### src/rtl/fetch_pkg.sv
// Shared types and helpers for the multi-cycle fetch/PC sequencer.
package fetch_pkg;

  typedef enum logic [1:0] {
    FETCH = 2'd0,
    EXEC  = 2'd1,
    HALT  = 2'd2
  } fetch_state_t;

  localparam int PC_STEP_DEFAULT    = 4;
  localparam int MIN_PHASES_DEFAULT = 4;
  localparam int PC_STEP_LOG2       = $clog2(PC_STEP_DEFAULT);
  localparam int PHASE_LAST         = MIN_PHASES_DEFAULT - 1;

  // Parameter-dependent forms for modules that override the defaults
  function automatic int pc_step_log2(input int step);
    return $clog2(step);
  endfunction

  function automatic int phase_last(input int min_phases);
    return min_phases - 1;
  endfunction

endpackage

### src/rtl/fetch_unit_pc_next_calc.sv
// Next-PC selection (sequential / relative / absolute) and alignment check.
import fetch_pkg::*;

module pc_next_calc #(
  parameter int WORDSIZE = 64,
  parameter int PC_STEP  = 4
) (
  input  logic [WORDSIZE-1:0] pc,
  input  logic                redirect_en,
  input  logic                redirect_abs,
  input  logic [WORDSIZE-1:0] redirect_value,
  output logic [WORDSIZE-1:0] pc_next,
  output logic                misaligned
);

  localparam int STEP_LOG2 = pc_step_log2(PC_STEP);

  always_comb begin
    pc_next = pc + WORDSIZE'(PC_STEP);
    if (redirect_en) begin
      if (redirect_abs) pc_next = redirect_value;
      else              pc_next = pc + redirect_value;
    end
  end

  // A byte-granular step has no alignment constraint
  generate
    if (STEP_LOG2 == 0) begin : g_no_check
      assign misaligned = 1'b0;
    end else begin : g_check
      assign misaligned = |pc_next[STEP_LOG2-1:0];
    end
  endgenerate

endmodule

### src/rtl/fetch_unit.sv
// Multi-cycle fetch/PC sequencer: req/ack fetch, N execute phases, PC update at retire.
import fetch_pkg::*;

module fetch_unit #(
  parameter int              WORDSIZE         = 64,
  parameter int              INSTRUCTION_SIZE = 32,
  parameter int              i_addr_bits      = 6,
  parameter int              PC_STEP          = 4,
  parameter int              MIN_PHASES       = 4,
  parameter logic [WORDSIZE-1:0] RESET_PC     = '0
) (
  input  logic                        clk,
  input  logic                        rst_n,
  input  logic                        stall,
  input  logic                        redirect_en,
  input  logic                        redirect_abs,
  input  logic [WORDSIZE-1:0]         redirect_value,
  output logic                        i_mem_req,
  output logic [i_addr_bits-1:0]      i_mem_addr,
  input  logic                        i_mem_ack,
  input  logic [INSTRUCTION_SIZE-1:0] i_mem_data,
  output logic [INSTRUCTION_SIZE-1:0] instr,
  output logic                        instr_valid,
  output logic [WORDSIZE-1:0]         pc,
  output logic [2:0]                  phase,
  output logic                        retire,
  output logic                        misaligned
);

  localparam int         STEP_LOG2 = pc_step_log2(PC_STEP);
  localparam logic [2:0] LAST_PH   = 3'(phase_last(MIN_PHASES));

  fetch_state_t                state_reg, state_next;
  logic [WORDSIZE-1:0]         pc_reg, pc_next;
  logic [INSTRUCTION_SIZE-1:0] instr_reg, instr_next;
  logic [2:0]                  phase_reg, phase_next;
  logic                        mis_reg, mis_next;
  logic [WORDSIZE-1:0]         pc_calc;
  logic                        pc_calc_mis;

  pc_next_calc #(
    .WORDSIZE (WORDSIZE),
    .PC_STEP  (PC_STEP)
  ) u_pc_next_calc (
    .pc             (pc_reg),
    .redirect_en    (redirect_en),
    .redirect_abs   (redirect_abs),
    .redirect_value (redirect_value),
    .pc_next        (pc_calc),
    .misaligned     (pc_calc_mis)
  );

  always_ff @(posedge clk or negedge rst_n) begin
    if (!rst_n) begin
      state_reg <= FETCH;
      pc_reg    <= RESET_PC;
      instr_reg <= '0;
      phase_reg <= '0;
      mis_reg   <= 1'b0;
    end else begin
      state_reg <= state_next;
      pc_reg    <= pc_next;
      instr_reg <= instr_next;
      phase_reg <= phase_next;
      mis_reg   <= mis_next;
    end
  end

  always_comb begin
    state_next = state_reg;
    pc_next    = pc_reg;
    instr_next = instr_reg;
    phase_next = phase_reg;
    mis_next   = mis_reg;
    retire     = 1'b0;
    case (state_reg)
      FETCH: begin
        if (i_mem_ack) begin
          instr_next = i_mem_data;
          phase_next = 3'd1;
          state_next = EXEC;
        end
      end
      EXEC: begin
        if (phase_reg == LAST_PH) begin
          if (!stall) begin
            retire     = 1'b1;
            pc_next    = pc_calc;
            phase_next = 3'd0;
            // The faulting target is still latched into pc for debug
            if (pc_calc_mis) begin
              mis_next   = 1'b1;
              state_next = HALT;
            end else begin
              state_next = FETCH;
            end
          end
        end else begin
          phase_next = phase_reg + 3'd1;
        end
      end
      HALT:    state_next = HALT;
      default: state_next = FETCH;
    endcase
  end

  assign i_mem_req   = (state_reg == FETCH);
  assign instr_valid = (state_reg == EXEC);
  assign i_mem_addr  = pc_reg[STEP_LOG2+i_addr_bits-1:STEP_LOG2];
  assign instr       = instr_reg;
  assign pc          = pc_reg;
  assign phase       = phase_reg;
  assign misaligned  = mis_reg;

endmodule

### config.mk
export PLATFORM = sky130hd
export DESIGN_NAME = fetch_unit
export DESIGN_NICKNAME = d
export VERILOG_FILES = /design/src/rtl/fetch_pkg.sv /design/src/rtl/fetch_unit_pc_next_calc.sv /design/src/rtl/fetch_unit.sv
export SDC_FILE = /design/constraint.sdc
export NUM_CORES = 1
export LEC_CHECK = 0
export CAP_MARGIN = 20
export CORE_UTILIZATION = 45
export CTS_CLUSTER_SIZE = 24
export DETAILED_ROUTE_END_ITERATION = 7
export PLACE_DENSITY_LB_ADDON = 0.15
export SETUP_SLACK_MARGIN = 0.4
export SLEW_MARGIN = 15
export SYNTH_ARGS = -nofsm -noshare
export SYNTH_HDL_FRONTEND = slang
export SYNTH_SLANG_ARGS = --single-unit
### constraint.sdc
create_clock -name clk -period 3.15 [get_ports clk]
set_input_delay 0.63 -clock clk [delete_from_list [all_inputs] [get_ports clk]]
set_output_delay 0.63 -clock clk [all_outputs]
set_load 0.005 [all_outputs]
==> run summary, run 1 <==
Status: complete, no violations
# diodes: 0
Root Buffer: clkbuf_16
Top FF cell, synth: dfrtp_1
Post-Syn Area: 0.00985 sq mm
DR pass1 iterations: 7
Layout cells sized above 1: 34.2%
Routed WL per cell: 19.9 um
Core Region: 0.0212 sq mm
CP max stage cell: fa_2
Area delta synth->final: 64.5%
Register bit count reported by yosys: 102
Largest net degree at the start of global routing: 83
DP HPWL: 29300 um
Final Skew: 0.0127 ns
GRT Overall Usage: 35.8%
Unrepaired setup endpoints after global routing: yes
Worst-skew pair later-pin latency: 0.38 ns
Cells after Synth: 1288
Sequential share of the synthesized area: 25.9%
Iteration-0 DRC Markers: 913
P_leak: 7.09 nW
Total grt overflow: 0
Clk slew on worst S/H paths: 0.09 ns
Most common cell in the netlist: a21oi_1
Horiz. Die Dim: 150 um
Vias in the first global route: 11953
Max VDD drop: 0.000237 V
# clock sinks: 102
Register Area: 0.00256 sq mm
Final cycle utilization of the critical path: 98.8%
Die area: 0.0225 sq mm
Mapped Nets: 1456
CP Max Fanout: 3
P per Cell Area: 203 mW/mm^2
First-pass GRT wire length: 62600 um
Max Buffers Root-to-Sink: 2
Worst EP required: 3.39 ns
# DRC: 0
Final number of setup-violating endpoints: 0
Fmax: 321 MHz
FILL cells: 1579
DR vias/cell: 6.07
Via count: 12416
Mapped Avg Cell Area: 7.65 sq um
CTS tree: yes
Ports: 211
Fin nets: 1934
Largest register FFs: 64
Critical Path Max Stage Delay: 0.40 ns
H-tree levels: 3
Synth area leader: dfrtp_1
Area of the multi-input gates: 0.00811 sq mm
Largest cells by area after synthesis: dfrtp_1 (26%), ha_1 (8.3%), a21oi_1 (7.6%)
Antenna violations before repair: 0
Detailed Route WL: 40800 um
Startpoint Class: flop
Critical path's top delay family: compound AO/OA/AOI/OAI gates
Worst Path Buf+Inv: 3
Initial Util: 46.4%
Critical path's most frequent cell: a211oi_2
Final max-slew violation count: 0
Ys async rst share: 100%
GP Congestion: 0.973
Crit end category: flop
FP Rows: 53
CP Cell Sequence: ha_4 -> inv_4 -> fa_2 -> nor2b_4 -> o2111ai_4 -> buf_6 -> a31o_2 -> a21oi_4 -> a211oi_2 -> buf_4 -> o221ai_4 -> a211oi_2 -> o41ai_2 -> xnor2_1 -> o22ai_1
Total CTS buffers: 9
Max-slew headroom: 31.8%
Final hold slack: 0.222 ns
Tmin final: 3.11 ns
Post-Layout Cell Count: 2046
Post-synth top cells: a21oi_1 (149), nor2_1 (127), nand2_1 (124)
IO Port Bufs: 210
Number of hold buffers added after CTS: 0
Share of the synthesized area in the top cell type: 25.9%
Yosys cell types: 80
Placed cells: 1967
Final Hold Viols: 0
Setup Crit Path Kind: flop to flop
Routed Antenna Nets: 0
Worst hold path class: input port to async pin
Die H: 150 um
Tightest Pin Transition: 1.02 ns
Maxcap violations: 0
Final core occ: 76.4%
WP data arrival: 3.35 ns
Count of yosys warnings during synthesis: 0
Number of synthesized flops with an enable pin: 0
## metal layers
| metal | vias up | part of all wire [%] | GRT usage, % |
|---|---|---|---|
| met2 | 669 | 47 | 60.0 |
| met5 | - | 0 | 0 |
| met3 | 139 | 8.7 | 5.15 |
| li1 | 5734 | - | - |
| met4 | 0 | 4.4 | 17.9 |
| met1 | 5874 | 39 | 44.8 |
## cells in the final DEF (no fill, tap or decap), types with 29 or more instances in the layout
master           Yosys  final
a21o_1              33     33
a21oi_1            149    126
buf_4                6    332
clkdlybuf4s50_1      0    162
dfrtp_1            102     94
dlygate4sd2_1        0     34
ha_4                 0     38
mux2_2              32     32
nand2_1            124    117
nand3_1             32     29
nand4_1             35     35
nor2_1             127    112
o21ai_0            123     92
## path summary, 6_finish.rpt
check                      startpoint         end  slack [ns]  cells after the start
setup / recovery                pc[0]      pc[60]        0.04                     15
hold / removal                  rst_n      pc[11]        0.22                      1
setup reg to reg                pc[0]      pc[60]        0.04                     15
hold reg to reg            misaligned  misaligned        0.48                      1
max in group asynchronous       rst_n       pc[1]        2.10                      2
min in group clk           misaligned  misaligned        0.48                      1
## through the flow
stage          total power [mW]  area (sq um)  setup slack (ns)  TNS [ns]
2_1_floorplan              1.63         10300             0.112         0
3_3_place_gp               1.96         14400            -0.730    -19.78
3_5_place_dp               1.97         14400            -0.824    -21.49
4_1_cts                    3.28         15900            0.0596         0
5_1_grt                    3.39         16200           -0.0875    -0.482
6_report                   3.29         16200            0.0391         0
## cell families after synthesis
| group | Yosys count | synth area share [%] |
|---|---|---|
| XOR/XNOR | 53 | 4.71 |
| buffers and inverters | 121 | 5.45 |
| adder cells (fa/ha/maj) | 66 | 8.46 |
| AO/OA/AOI/OAI | 483 | 30.3 |
| multiplexers | 42 | 4.67 |
| flip-flops | 102 | 25.9 |
| AND/OR/NAND/NOR | 421 | 20.5 |
## worst register-to-register path, delay by kind of cell (launching register included)
family          cells  cell delay (ns)
fa+ha+maj           2             0.56
xor+xnor            1             0.17
flops               1             0.39
compound gates      8             1.35
buf+inv             3             0.34
simple gates        1             0.17
## power breakdown
part / leakage [nW] / internal, mW / switching [mW] / total (mW)
sequential: 1.40 / 1.31 / 0 / 1.31
clock: 0.154 / 0.644 / 0.651 / 1.30
combinational: 5.54 / 0.326 / 0.364 / 0.690
## what timing repair did
item,in CTS,in global routing
resized for setup,194,53
buffers inserted,51,12
endpoints found under the setup margin,54,53
pin swaps,93,40
## final cells by class
type | count | share of cell area, %
Tap cell | 275 | 2.12
Clock inverter | 7 | 0.610
Clock buffer | 9 | 1.39
Sequential cell | 102 | 15.8
Multi-Input combinational cell | 1065 | 50.0
Timing Repair Buffer | 556 | 29.3
Inverter | 32 | 0.757
No activity file was read; power rests on OpenSTA's default activity.
==> run 2, diff against run 1 <==
--- a/config.mk
+++ b/config.mk
@@ -7,5 +7,5 @@
 export LEC_CHECK = 0
 export CAP_MARGIN = 20
-export CORE_UTILIZATION = 45
+export CORE_UTILIZATION = 46
 export CTS_CLUSTER_SIZE = 24
 export DETAILED_ROUTE_END_ITERATION = 7
==> constraint.sdc (replaced) <==
create_clock -name clk -period 3.15 [get_ports clk]
set_input_delay 0.63 -clock clk [delete_from_list [all_inputs] [get_ports clk]]
set_output_delay 0.63 -clock clk [all_outputs]
set_load 0.05 [all_outputs]
==> run 2 against run 1 <==
The run now ends with negative setup slack left. Worst setup slack worse by 0.11 ns. Global-route usage is 2.1 points higher. Maximum frequency is 3.4% lower.
==> run summary, run 2 (synthesis results as in run 1) <==
FILL cells: 1333 (-16%)
Routed WL per cell: 21.3 um (+7.0%)
Unrepaired setup endpoints after global routing: yes
CTS tree: yes
Iteration-0 DRC Markers: 1169 (+28%)
Die H: 148 um (-1.1%)
H-tree levels: 3 (unchanged)
Status: finished, violations left
Fmax: 311 MHz (-3.4%)
GRT Overall Usage: 37.9% (+2.1 points)
First-pass GRT wire length: 66100 um (+5.7%)
Area of the multi-input gates: 0.00840 sq mm (+3.6%)
Initial Util: 46.9% (+0.44 points)
Final max-slew violation count: 0 (unchanged)
Detailed Route WL: 43800 um (+7.3%)
Layout cells sized above 1: 38.9% (+4.7 points)
Startpoint Class: flop
Die area: 0.0220 sq mm (-2.1%)
Worst-skew pair later-pin latency: 0.38 ns (about the same)
Failing checks: negative setup slack
Core Region: 0.0210 sq mm (-0.94%)
P_leak: 7.13 nW (+0.64%)
Final core occ: 79.0% (+2.7 points)
Max-slew headroom: 29.8% (-2.0 points)
Max VDD drop: 0.000303 V (+28%)
Setup TNS: -0.125 ns (-0.125 ns)
Largest register FFs: 64 (unchanged)
GP Congestion: 0.981 (+0.87%)
Maxcap violations: 0 (unchanged)
Worst hold path class: input port to async pin
DP HPWL: 28400 um (-3.3%)
Vias in the first global route: 12561 (+5.1%)
Crit path launch: pc[10]
Total power draw: 3.36 mW (+2.2%)
Register Area: 0.00261 sq mm (+1.8%)
Routed Antenna Nets: 0 (unchanged)
Post-route worst setup slack: -0.0698 ns (-0.109 ns)
Final number of setup-violating endpoints: 6 (+6)
P per Cell Area: 203 mW/mm^2 (-0.34%)
Most frequent cells in the layout: buf_4 (320), clkdlybuf4s50_1 (159), nand2_1 (118), a21oi_1 (118), nor2_1 (110)
# DRC: 0 (unchanged)
Final hold slack: 0.228 ns (+0.00611 ns)
Final Hold Viols: 0 (unchanged)
Finished layout cell area: 0.0166 sq mm (+2.5%)
IO Port Bufs: 210 (unchanged)
Setup Crit Path Kind: flop to flop
Tightest Pin Transition: 1.05 ns (+0.0304 ns)
# diodes: 0 (unchanged)
Fin nets: 1941 (+0.36%)
Root Buffer: clkbuf_16
Post-Layout Cell Count: 2053 (+0.34%)
Largest net degree at the start of global routing: 109 (+31%)
Area delta synth->final: 68.6%
Max Buffers Root-to-Sink: 2 (unchanged)
Reg2reg start: pc[10]
Most common cell after layout, fill and taps aside: buf_4
Worst slack at placement: -0.776 ns (+0.0481 ns)
Area after DPL: 0.0143 sq mm (-0.79%)
WP data arrival: 3.48 ns (+0.13 ns)
Final cycle utilization of the critical path: 102% (+3.5 points)
Antenna violations before repair: 0 (unchanged)
Final Skew: 0.0158 ns (+0.00317 ns)
DR vias/cell: 6.29 (+3.6%)
# clock sinks: 102 (unchanged)
CP Max Fanout: 6 (+3)
Clk slew on worst S/H paths: 0.09 ns (about the same)
Worst EP required: 3.41 ns (+0.02 ns)
Tmin final: 3.22 ns (+0.109 ns)
Ports: 211 (unchanged)
Total grt overflow: 0 (unchanged)
DR pass1 iterations: 5 (-2)
Via count: 12912 (+4.0%)
FP Rows: 53 (unchanged)
Crit end category: flop
Placed cells: 1944 (-1.2%)
Total CTS buffers: 9 (unchanged)
Horiz. Die Dim: 148 um (-1.1%)
-- run 2: changes by cell type in the layout (fill, tap and decap cells not counted), moves of 9 or more --
cell and change:
buf_6 +19, dfrtp_2 +37, buf_2 +11, o21ai_0 -12, a21oi_2 +9, buf_4 -12, dfrtp_1 -37, dlygate4sd2_1 -11
o21ai_1 +11
-- run 2: path summary, 6_finish.rpt --
path                         endpoint  slack [ns]  cells past startpoint
min in group clk           misaligned        0.47                      1
setup / recovery               pc[61]       -0.07                     14
hold reg to reg            misaligned        0.47                      1
setup reg to reg               pc[61]       -0.07                     14
max in group asynchronous      pc[37]        2.10                      2
hold / removal                 pc[10]        0.23                      1
-- run 2: repair_timing --
item | 4_1_cts | 5_1_grt
setup buffers | 77 | 16
endpoints found under the setup margin | 53 | 47
gates resized for setup | 252 | 105
endpoints found under the hold margin | 0 | 0
hold buffers | 0 | 0
pin swaps | 140 | 77
-- run 2: final cells by class --
type / instances / area share (%)
Inverter: 32 / 0.723
Clock buffer: 10 / 1.44
Timing Repair Buffer: 563 / 29.0
Sequential cell: 102 / 15.7
Clock inverter: 6 / 0.550
Tap cell: 275 / 2.07
Multi-Input combinational cell: 1065 / 50.6
-- run 2: power breakdown --
group | total [mW] | internal, mW | switching, mW
logic | 0.729 | 0.338 | 0.391
registers | 1.31 | 1.31 | 0
clock network | 1.33 | 0.666 | 0.662
-- run 2: per-layer routing --
metal,vias up,wire length (um),global-route usage [%]
met5,-,0,0
met4,0,2230,18.3
met3,211,4310,5.77
met2,835,20700,63.3
met1,6119,16600,47.7
li1,5747,-,-
-- run 2: worst max-delay path, stage by stage (launching register included) --
cell and delay, ns:
dfrtp_2 0.47, ha_4 0.29, nand4_1 0.24, nor2_2 0.31, buf_4 0.17, nand2_4 0.06, a311oi_4 0.38, nor2_4 0.12
o211ai_1 0.22, buf_4 0.17, a311oi_4 0.09, buf_4 0.18, o21ai_4 0.13, mux2i_1 0.20, a21oi_1 0.08
==> run 3, diff against run 2 <==
Settings changed: CORE_MARGIN set to 2, CORE_UTILIZATION 46 to 42.
==> run 3 against run 2 <==
The flow still finishes with violations (negative setup slack). Critical path depth increased by 1. Routed wire length fell by 5.6%. Die area increased by 12%. First-iteration DRC count down 36%. Count of clock-buffer cells in the layout decreased by 1. Flip-flop and latch count unchanged. Power down 3.5%. Combinational power down 1%. Global-route usage is 5.7 points lower. Via count fell by 4.4%. Cell count rose by 2.7%. Largest cell class unchanged.
==> run summary, run 3 (synthesis results as in run 1) <==
Worst EP required: 3.38 ns (-0.03 ns)
Status: finished, violations left
Ports: 211 (unchanged)
Worst-skew pair later-pin latency: 0.37 ns (about the same)
Initial Util: 42.4% (-4.5 points)
Final hold slack: 0.320 ns (+0.0920 ns)
GRT Overall Usage: 32.2% (-5.7 points)
Routed Antenna Nets: 0 (unchanged)
Finished layout cell area: 0.0168 sq mm (+0.98%)
Clock share of power: 37.6% (-1.9 points)
Most common cell after layout, fill and taps aside: buf_4
Layout cells sized above 1: 40.2% (+1.3 points)
Total CTS buffers: 9 (unchanged)
Sw Share: 31.4% (+0.091 points)
GP Congestion: 0.958 (-2.4%)
Fmax: 317 MHz (+2.2%)
Critical Path Max Stage Delay: 0.35 ns (-0.12 ns)
CP max stage cell: a211oi_2
Die area: 0.0247 sq mm (+12%)
Final cycle utilization of the critical path: 100% (-2.2 points)
R2R depth: 15 (+1)
Final Hold Viols: 0 (unchanged)
WP data arrival: 3.38 ns (-0.10 ns)
Crit end category: flop
P per Cell Area: 194 mW/mm^2 (-4.4%)
Final max-slew violation count: 0 (unchanged)
CTS tree: yes
P_leak: 7.14 nW (+0.13%)
Horiz. Die Dim: 157 um (+5.9%)
Area after DPL: 0.0145 sq mm (+1.5%)
Die H: 157 um (+5.9%)
Tightest Pin Transition: 0.779 ns (-0.270 ns)
H-tree levels: 3 (unchanged)
# clock sinks: 102 (unchanged)
Maxcap violations: 0 (unchanged)
Routed WL per cell: 19.6 um (-8.0%)
Fin nets: 1952 (+0.57%)
Via count: 12347 (-4.4%)
IO Port Bufs: 210 (unchanged)
Largest net degree at the start of global routing: 59 (-46%)
Tmin final: 3.15 ns (-0.0686 ns)
Max VDD drop: 0.000222 V (-27%)
Largest register FFs: 64 (unchanged)
Worst slack at placement: -0.801 ns (-0.0251 ns)
Worst hold path class: input port to async pin
Setup Crit Path Kind: input port to flop
Post-route worst setup slack: -0.00128 ns (+0.0686 ns)
Max-slew headroom: 48.0% (+18 points)
FP Rows: 56 (+5.7%)
CP Max Fanout: 4 (-2)
Area delta synth->final: 70.3%
DR pass1 iterations: 5 (unchanged)
Clk slew on worst S/H paths: 0.09 ns (about the same)
Setup TNS: -0.00128 ns (+0.124 ns)
FILL cells: 1884 (+41%)
Total grt overflow: 0 (unchanged)
Final Skew: 0.0153 ns (-0.000534 ns)
Max Buffers Root-to-Sink: 2 (unchanged)
Antenna violations before repair: 0 (unchanged)
CP Cell Sequence: clkdlybuf4s15_2 -> ha_4 -> o21a_1 -> o211ai_1 -> buf_4 -> buf_6 -> buf_6 -> a31o_4 -> a21oi_4 -> a211oi_4 -> o221ai_2 -> a211oi_2 -> o41ai_2 -> xnor2_1 -> o22ai_1
DR vias/cell: 5.86 (-6.9%)
Unrepaired setup endpoints after global routing: yes
Startpoint Class: input port
# DRC: 0 (unchanged)
Failing checks: negative setup slack
Detailed Route WL: 41400 um (-5.6%)
Comb pwr share: 22.1% (+0.4 points)
Share of total power in sequential cells: 40.3% (+1.4 points)
Vias in the first global route: 11899 (-5.3%)
Critical path's most frequent cell: buf_6
# diodes: 0 (unchanged)
DP HPWL: 29900 um (+5.5%)
Final number of setup-violating endpoints: 1 (-5)
Iteration-0 DRC Markers: 749 (-36%)
Total power draw: 3.25 mW (-3.5%)
Most frequent cells in the layout: buf_4 (323), clkdlybuf4s50_1 (156), nand2_1 (118), a21oi_1 (114), nor2_1 (112)
First-pass GRT wire length: 62500 um (-5.4%)
Number of hold buffers added after CTS: 0 (unchanged)
Psw: 1.02 mW (-3.2%)
Core Region: 0.0233 sq mm (+11%)
Int Power: 2.23 mW (-3.6%)
Root Buffer: clkbuf_16
run 3: worst max-delay path: cells and delay by family:
kind,cells,cell delay (ns)
buf+inv,4,0.58
xor+xnor,1,0.18
fa+ha+maj,1,0.25
compound gates,9,1.74
run 3: stage by stage:
| step | std cells | util (%) |
|---|---|---|
| floorplan | 1288 | - |
| global placement | 2011 | 62.5 |
| detailed placement | 2011 | 62.5 |
| CTS | 2086 | 69.7 |
| global route | 2108 | 72.1 |
| finish | 2108 | 72.1 |
run 3: cell type report:
class	instances	area [sq um]	share of cell area, %
Clock inverter	7	81.3	0.485
Sequential cell	102	2610	15.6
Multi-Input combinational cell	1065	8400	50.1
Clock buffer	9	225	1.34
Timing Repair Buffer	574	4940	29.5
Inverter	32	120	0.716
Tap cell	319	399	2.38
run 3: repair_timing:
| action | 4_1_cts | 5_1_grt |
|---|---|---|
| hold endpoints to repair | 0 | 0 |
| setup buffers | 59 | 22 |
| pin swaps | 162 | 80 |
| setup endpoints to repair | 52 | 46 |
| gates resized for setup | 277 | 101 |
run 3: worst paths after layout:
check	startpoint	endpoint	slack, ns
worst max-delay path	redirect_value[6]	pc[60]	-0.001
worst min-delay path	rst_n	pc[11]	0.32
worst max register to register	pc[7]	pc[60]	-0.001
worst min register to register	misaligned	misaligned	0.49
max in group asynchronous	rst_n	pc[42]	1.99
min in group clk	misaligned	misaligned	0.49
run 3: power groups by stage:
| stage | Clock [mW] | Sequential, mW | Combinational (mW) |
|---|---|---|---|
| after floorplan | 0 | 1.33 | 0.286 |
| after global placement | 0 | 1.33 | 0.628 |
| after detailed placement | 0 | 1.33 | 0.634 |
| after CTS | 1.25 | 1.31 | 0.681 |
| after global routing | 1.30 | 1.31 | 0.773 |
| final | 1.22 | 1.31 | 0.719 |
run 3: metal layers:
layer / vias to the layer above / track usage, % / routed length [um]
met5: - / 0 / 0
met4: 0 / 13.8 / 1780
met3: 121 / 4.49 / 2790
met2: 517 / 55.1 / 19700
met1: 5926 / 40.5 / 17100
li1: 5783 / - / -
